$ cat src/rtl/nvic_nest_ctrl.sv
// nvic_nest_ctrl: nested priority interrupt controller.
//   NUM_IRQ request channels (channel k = i_irq[k-1], priority k, higher wins),
//   each in edge or level mode. Taken interrupts are pushed on a priority
//   stack of NEST_DEPTH entries; only requests that outrank the stack top are
//   presented to the core.
// Ports:
//   i_clk, i_rst       clock, synchronous active-high reset
//   i_memAddr          register select: 0 enable, 1 flags, 2 mode, 3 status
//   i_memDataIn        write data (channel k at bit k)
//   i_memWrEn          write strobe
//   o_memDataOut       combinational read of the selected register
//   i_irq              request lines
//   i_intAck           core takes the presented interrupt
//   i_intRet           core returns from the current in-service interrupt
//   o_intCode          presented interrupt code, 0 = none
//   o_intEn            an interrupt is presented
module nvic_nest_ctrl #(
  parameter int unsigned NUM_IRQ    = 11,
  parameter int unsigned DATA_W     = 16,
  parameter int unsigned CODE_W     = 4,
  parameter int unsigned NEST_DEPTH = 4
) (
  input  logic              i_clk,
  input  logic              i_rst,
  input  logic [1:0]        i_memAddr,
  input  logic [DATA_W-1:0] i_memDataIn,
  input  logic              i_memWrEn,
  output logic [DATA_W-1:0] o_memDataOut,
  input  logic [NUM_IRQ-1:0] i_irq,
  input  logic              i_intAck,
  input  logic              i_intRet,
  output logic [CODE_W-1:0] o_intCode,
  output logic              o_intEn
);

  localparam int unsigned DEPTH_W = $clog2(NEST_DEPTH + 1);

  typedef enum logic [1:0] {
    REG_ENABLE = 2'd0,
    REG_FLAGS  = 2'd1,
    REG_MODE   = 2'd2,
    REG_STATUS = 2'd3
  } reg_sel_e;

  reg_sel_e sel;

  logic [NUM_IRQ:1]     en_q;
  logic [NUM_IRQ:1]     flag_q;
  logic [NUM_IRQ:1]     mode_q;
  logic [NUM_IRQ:1]     irq_q;
  logic [CODE_W-1:0]    stack_q [NEST_DEPTH];
  logic [DEPTH_W-1:0]   depth_q;

  logic [CODE_W-1:0]    top;
  logic [CODE_W-1:0]    cand;
  logic [CODE_W-1:0]    code;
  logic                 take;
  logic                 pop;
  logic                 wr_enable;
  logic                 wr_flags;
  logic                 wr_mode;
  logic                 unused_data;

  assign sel         = reg_sel_e'(i_memAddr);
  assign wr_enable   = i_memWrEn && (sel == REG_ENABLE);
  assign wr_flags    = i_memWrEn && (sel == REG_FLAGS);
  assign wr_mode     = i_memWrEn && (sel == REG_MODE);
  // Bit 0 and bits above NUM_IRQ carry no channel.
  assign unused_data = ^i_memDataIn;

  always_comb begin
    top = '0;
    for (int unsigned i = 0; i < NEST_DEPTH; i++) begin
      if (32'(depth_q) == i + 1) top = stack_q[i];
    end
  end

  always_comb begin
    cand = '0;
    for (int unsigned k = 1; k <= NUM_IRQ; k++) begin
      if (en_q[k] && flag_q[k]) cand = CODE_W'(k);
    end
  end

  assign code      = ((cand > top) && (32'(depth_q) < NEST_DEPTH)) ? cand : '0;
  assign o_intCode = code;
  assign o_intEn   = (code != '0);
  assign take      = i_intAck && o_intEn;
  assign pop       = i_intRet && (depth_q != '0);

  always_comb begin
    o_memDataOut = '0;
    case (sel)
      REG_ENABLE: o_memDataOut[NUM_IRQ:1] = en_q;
      REG_FLAGS:  o_memDataOut[NUM_IRQ:1] = flag_q;
      REG_MODE:   o_memDataOut[NUM_IRQ:1] = mode_q;
      REG_STATUS: begin
        o_memDataOut[CODE_W-1:0]       = top;
        o_memDataOut[CODE_W +: DEPTH_W] = depth_q;
      end
    endcase
  end

  always_ff @(posedge i_clk) begin
    if (i_rst) begin
      en_q    <= '0;
      flag_q  <= '0;
      mode_q  <= '0;
      irq_q   <= '0;
      depth_q <= '0;
      for (int unsigned i = 0; i < NEST_DEPTH; i++) stack_q[i] <= '0;
    end else begin
      irq_q <= i_irq;
      if (wr_enable) en_q   <= i_memDataIn[NUM_IRQ:1];
      if (wr_mode)   mode_q <= i_memDataIn[NUM_IRQ:1];

      for (int unsigned k = 1; k <= NUM_IRQ; k++) begin
        if (mode_q[k]) begin
          // A new rising edge beats any clear arriving in the same cycle.
          flag_q[k] <= (i_irq[k-1] && !irq_q[k]) ||
                       (flag_q[k] && !((wr_flags && i_memDataIn[k]) ||
                                       (take && (code == CODE_W'(k)))));
        end else begin
          flag_q[k] <= i_irq[k-1];
        end
      end

      // Simultaneous ack and ret: the popped slot is reused for the new code.
      if (take) begin
        for (int unsigned i = 0; i < NEST_DEPTH; i++) begin
          if (pop ? (32'(depth_q) == i + 1) : (32'(depth_q) == i))
            stack_q[i] <= code;
        end
      end

      if (take && !pop)      depth_q <= depth_q + DEPTH_W'(1);
      else if (pop && !take) depth_q <= depth_q - DEPTH_W'(1);
    end
  end

endmodule

$ cat config.mk
export PLATFORM = sky130hd
export DESIGN_NAME = nvic_nest_ctrl
export DESIGN_NICKNAME = d
export VERILOG_FILES = /design/src/rtl/nvic_nest_ctrl.sv
export SDC_FILE = /design/constraint.sdc
export NUM_CORES = 1
export LEC_CHECK = 0
export BUFFER_PORTS_ARGS = -buffer_cell sky130_fd_sc_hd__buf_2
export CAP_MARGIN = 0
export CORE_ASPECT_RATIO = 0.5
export CORE_MARGIN = 2
export CORE_UTILIZATION = 51
export DETAILED_ROUTE_END_ITERATION = 10
export PLACE_DENSITY = 0.79
export SETUP_SLACK_MARGIN = 0.2
export SYNTH_ARGS = -nofsm -noshare
export SYNTH_HDL_FRONTEND = slang
export SYNTH_SLANG_ARGS = --single-unit
$ cat constraint.sdc
create_clock -name i_clk -period 3.5 [get_ports i_clk]
set_input_delay 0.175 -clock i_clk [delete_from_list [all_inputs] [get_ports i_clk]]
set_output_delay 0.175 -clock i_clk [all_outputs]
set_load 0.02 [all_outputs]
* Word level (Yosys, flattened, before mapping)
Memory sizes are Yosys's and may differ from the RTL's. Cells that the tools add are included.
Cells by class: mux-type cells 58, bitwise operators 4, reductions and logical operators 114, add/sub/neg operators 2, order comparisons 2, equality and inequality tests 18
Operator list (count):
- 4-bit 2-to-1 mux | 19
- 1-bit logical AND | 63
- 1-bit 2-to-1 mux | 35
- 1-bit logical NOT | 24
- 6-bit one-hot mux with 4 select lines | 1
- 1-bit logical OR | 22
- 4-bit by 3-bit equality test with 1-bit output (second input constant) | 4
- 4-bit equality test (second input constant) | 4
- 5-bit one-hot mux with 3 select lines | 1
- 4-bit by 2-bit equality test with 1-bit output (second input constant) | 2
- 3-bit by 2-bit equality test with 1-bit output (second input constant) | 2
- 3-bit 2-to-1 mux | 2
- 2-bit equality test (second input constant) | 2
- 4-bit by 1-bit equality test with 1-bit output (second input constant) | 1
- 4-bit > comparator | 1
- 1-bit bitwise OR | 4
- 4-bit nonzero test | 1
- 3-bit by 1-bit adder with 3-bit output (second input constant) | 1
- 3-bit by 1-bit equality test with 1-bit output (second input constant) | 1
- 3-bit equality test (second input constant) | 1
- 3-bit logical NOT | 1
- 3-bit less-than comparator (second input constant) | 1
- 3-bit nonzero test | 1
- 3-bit by 1-bit subtractor with 3-bit output (second input constant) | 1
- other kinds (3) | 3
Storage, ports and cells: memories 1, output and inout port bits 21, bits in registers 47, word-level logic and storage cells 204, bits in writable memories 16
Memory list:
- stack_q | words 4, width 4, rd ports 4, clocked after Yosys merged registers in 0, wr ports 4, RTL line 51 | logic [CODE_W-1:0] stack_q [NEST_DEPTH];

* Longest topological paths before layout
depth after elaboration 23, depth in mapped cells 18

* Worst setup path after synthesis
No wires, ideal clock.
path type reg2reg, start reg depth_q[0], end reg depth_q[2], cell stages (with the launch flop) 17, data arrival time 3.231 ns, clock period less this slack 3.346 ns, path slack 0.154 ns, data required time 3.385 ns, setup time 0.115 ns, cells stage by stage dfxtp_1 -> inv_1 -> ha_1 -> and2_1 -> a31oi_1 -> o21ai_0 -> a222oi_1 -> ha_1 -> nor2b_1 -> o211a_1 -> o211ai_1 -> clkbuf_1 -> nor2_1 -> ha_1 -> o21ai_0 -> o21ai_0 -> and2_1
Between the ends: longest elaborated chain between the ends 13, elaborated cells between the ends (all ways) 25, those cells by class add/sub (2); order compare (2); eq/ne (4); mux (7); reduce/logical (10)
Ends and longest elaborated chain:
- start, declared | RTL line 52 | logic [DEPTH_W-1:0] depth_q;
- start signal, assigned | RTL line 136 | if (take && !pop) depth_q <= depth_q + DEPTH_W'(1);
- start signal, assigned | RTL line 137 | else if (pop && !take) depth_q <= depth_q - DEPTH_W'(1);
- 3-bit by 1-bit equality test with 1-bit output | RTL line 74 | if (32'(depth_q) == i + 1) top = stack_q[i];
- 4-bit 2-to-1 mux (4 in series) | RTL line 74
- 4-bit > comparator | RTL line 85 | assign code = ((cand > top) && (32'(depth_q) < NEST_DEPTH)) ? cand : '0;
- 1-bit logical AND | RTL line 85
- 4-bit 2-to-1 mux | RTL line 85
- 4-bit nonzero test | RTL line 87 | assign o_intEn = (code != '0);
- 1-bit logical AND | RTL line 88 | assign take = i_intAck && o_intEn;
- 1-bit logical NOT | RTL line 137
- 1-bit logical AND | RTL line 137
- 2-bit nonzero test (no source line)
Several ways; a longest one is shown, not always the timed one. The select of a mux whose other input is x is not followed. A chain may end at the register's enable or synchronous reset.

* Worst setup path in the final report
start reg depth_q[0], end out o_intCode[0]
Between the ends: longest elaborated chain between the ends 8, elaborated cells between the ends (all ways) 12, those cells by class order compare (2); eq/ne (4); mux (5); reduce/logical (1)
Ends and longest elaborated chain:
- 3-bit by 1-bit equality test with 1-bit output | RTL line 74
- 4-bit 2-to-1 mux (4 in series) | RTL line 74
- 4-bit > comparator | RTL line 85
- 1-bit logical AND (*) | RTL line 85
- 4-bit 2-to-1 mux (*) | RTL line 85
- end, declared | RTL line 32 | output logic [CODE_W-1:0] o_intCode,
Mark *: on every way between the ends. The rest lies on a longest branch, timed or not.

==> results.md <==
* Nets at 493
* # IOs at 55
* GPL Wtd Cong at 0.874
* Clock Tree Buf Depth at 2
* P_int at 1.71 mW
* Psw at 0.852 mW
* Inserted Diodes at 0
* Total track usage at roughly 25%
* Post-route setup TNS at 0 ps
* Core Rows at 20
* Most common cell on crit path: buf_4
* Post-Syn Area at 3360 sq um
* Peak supply drop at 365 uV
* Via count at 3207
* Yosys cell types at 55
* Later-pin clock latency in the skew report at 340 ps
* # fillers at 524
* Synth area leader: dfxtp_1
* CP max stage delay at 360 ps
* Comb power frac at 36.9%
* Seq cells post-synth at 63
* H-tree depth at 3
* Post-synth top flop: dfxtp_1
* Mapped Cells at roughly 380
* CORE AREA at ~6200 sq um
* Worst setup SP type: flip-flop
* Clk_skew at 4.23 ps
* Largest family of logic cells by synthesized area: simple AND/OR/NAND/NOR gates
* Asr flop ratio synth at 0%
* Xor/xnor share of the synthesized area at less than 1%
* Synth Area per Inst at 8.78 sq um
* Vias/cell at 5.96
* Status: completed
* Vias in the first global route at 2833
* Fin. max-slew vios at 0
* RSZ-0062 raised after global routing: yes
* Area share of fa/ha/maj cells after synthesis at 4.10%
* DRT antenna net count at 0
* Area Growth Syn to Fin at 25.8%
* CP Max Fanout at 8
* Starting Density at between 50% and 60%
* Crit path max-delay family: buffers and inverters
* Worst path required time at 3320 ps
* Die Height at 61.4 um
* FF-to-FF path depth at 14
* Slew @ Worst Pin at between 700 and 800 ps
* Synth top area cells: dfxtp_1 28%, edfxtp_1 14%, nand2_1 9.2%
* Synth top area share at about 28%
* Worst R2R Start: depth_q[1]
* CP endpoint: o_intCode[0]
* Share of cells above drive strength 1 at 25.8%
* CTS Sinks at 63
* First-pass GRT wire length at 13.8 mm
* Largest net degree at the start of global routing at 40
* Post-route clock period utilization at 91.2%
* CP bufs+invs at 5
* CTS tree: done
* Final Hold Viols at 0
* Sequential element share of the synthesized area at 42.4%
* Min-Delay Path Class: in2reg
* Worst relative slew slack at 49.0%
* Max_cap viols at 0
* Cell Chain, Critical Path: ha_1, ha_4, inv_2, nor2_4, a222oi_1, buf_4, ha_4, nor2b_4, o211a_1, buf_6, o21ai_2, buf_4, nor2_1, buf_4
* Root buffer cell: clkbuf_16
* Synth warn at 0
* CP Data Arrival Time at approximately 3000 ps
* Clock slew at reported path FFs at 50 ps
* Post-Route WL at 8.98 mm
* Die W at ~120 um
* Crit path kind: reg2out
* Fin crit period at between 3000 and 4000 ps
* Die ar. at 7280 sq um
* Post-synthesis simple-gate area fraction at 22.8%
* Max Fclk at 0.313 GHz
* Reg-to-reg endpoint: stack_q[0][1]
* Compound-cell area share of the yosys netlist at 18.6%
* Clk pwr share at 30.3%
* Pwr dens at 608 nW/um^2
* CTS buffer count at 9
* Seq pwr share at 32.8%
* Setup-failing EPs final at 0
* Post-route DRC at 0
* Crit. End Element: output pin
* Hold_ws at 106 ps
* Initial antenna violation count at 0
* EDFF count, synth at 16
* Critical path's slowest cell: dfxtp_4
* Drt wl/cell at 16.7 um
* Mux cell area share after synthesis at a little over 7%
* # port buffers at 45
* Pre-antenna DRT Iters at 6
* Leakage power at 1.64 nW
* Sw frac at 33.2%
* Initial drt markers at roughly 500
* WP depth at 14
* Remaining Overflow, GRT at 0
* Critical Path Source: depth_q[0]
* Hold-fix buffers, CTS at 0
* R2R Setup Slk at between 300 and 400 ps
* HPWL after DPL at 6.12 mm
## metal layers
metal	track usage (%)	up-vias	part of all wire, %
li1	-	1504	-
met1	31.9	1517	44
met2	41.1	149	45
met3	7.78	37	7.9
met4	12.2	0	3.3
met5	0	-	0
## cell usage after synthesis, types with 3 or more instances
master / instances
dfxtp_1: 47
nor2b_1: 17
nor3_1: 3
ha_1: 11
and2_1: 6
o21ai_0: 24
mux2i_1: 16
o31ai_1: 4
nand4_1: 7
a22oi_1: 4
a211oi_1: 7
a21oi_1: 16
nor4_1: 6
a22o_1: 3
a222oi_1: 7
inv_1: 11
o211ai_1: 4
nand2_1: 82
buf_1: 3
nor2_1: 32
a31oi_1: 5
clkbuf_1: 10
buf_4: 4
edfxtp_1: 16
## state kept, by name, summed over array words and instances, names as in the netlist
| register | cells |
|---|---|
| en_q | 11 |
| stack_q | 16 |
| irq_q | 11 |
| mode_q | 11 |
| flag_q | 11 |
| depth_q | 3 |
## placed cells by master (no fill, tap or decap), drive strengths merged, types with 10 or more instances in the layout
cell type / count
nand2: 82
buf: 72
dfxtp: 47
nor2: 32
o21ai: 26
nor2b: 17
mux2i: 16
a21oi: 16
edfxtp: 16
clkbuf: 11
ha: 11
inv: 10
## worst reg2reg max path, stage by stage (launching register included)
cell        delay (ps)
dfxtp_4            390
clkinvlp_4         160
ha_4               220
a31oi_1            230
o21ai_0            120
a222oi_1           250
buf_4              180
ha_1               250
a41oi_2            190
buf_4              150
o21ai_2             60
buf_4              160
buf_4              160
or3_1              390
nor2_1             120
## power by group through the flow
stage                     Combinational (mW)  Clock, mW  Sequential (mW)
after floorplan                        0.468          0            0.832
after global placement                 0.702          0            0.844
after detailed placement               0.716          0            0.844
after CTS                              0.781      0.783            0.836
after global routing                    1.02      0.820            0.847
final                                  0.945      0.778            0.842
## stage by stage
step	utilization [%]	instance area (sq um)	worst slack [ps]	instances	power [mW]
6_report	68.0	4220	309	538	2.57
5_1_grt	68.0	4220	151	538	2.68
4_1_cts	65.0	4040	237	531	2.40
3_5_place_dp	60.1	3730	18.2	514	1.56
3_3_place_gp	60.1	3730	79.7	514	1.55
2_1_floorplan	-	3370	238	385	1.30
## how the worst min path moves through the flow
stage	startpoint	end	slack [ps]	cells after the start
2_1_floorplan	i_rst	irq_q[4]	270	1
3_3_place_gp	i_irq[5]	irq_q[6]	430	2
3_5_place_dp	i_irq[2]	irq_q[3]	440	2
4_1_cts	i_memDataIn[10]	mode_q[10]	100	3
5_1_grt	i_irq[5]	irq_q[6]	110	2
6_report	i_memDataIn[10]	mode_q[10]	110	3
## kinds of logic after synthesis
logic type	Yosys count
other cells	1
xor+xnor	2
simple gates	165
compound gates	89
flops	63
fa+ha+maj	11
mux	20
buf+inv	31
## repair_timing
| item | 4_1_cts | 5_1_grt |
|---|---|---|
| gates resized for setup | 8 | 30 |
| setup buffers | 4 | 7 |
| endpoints found under the setup margin | 33 | 32 |
| pin swaps | 3 | 14 |
## cell type report
class	count	area, sq um	share of cell area (%)
Multi-Input combinational cell	291	1940	45.9
Sequential cell	63	1430	33.9
Timing Repair Buffer	72	443	10.5
Clock buffer	11	243	5.75
Tap cell	88	110	2.61
Inverter	11	47.5	1.13
Clock inverter	2	10.0	0.237
No activity file was read; power rests on OpenSTA's default activity.
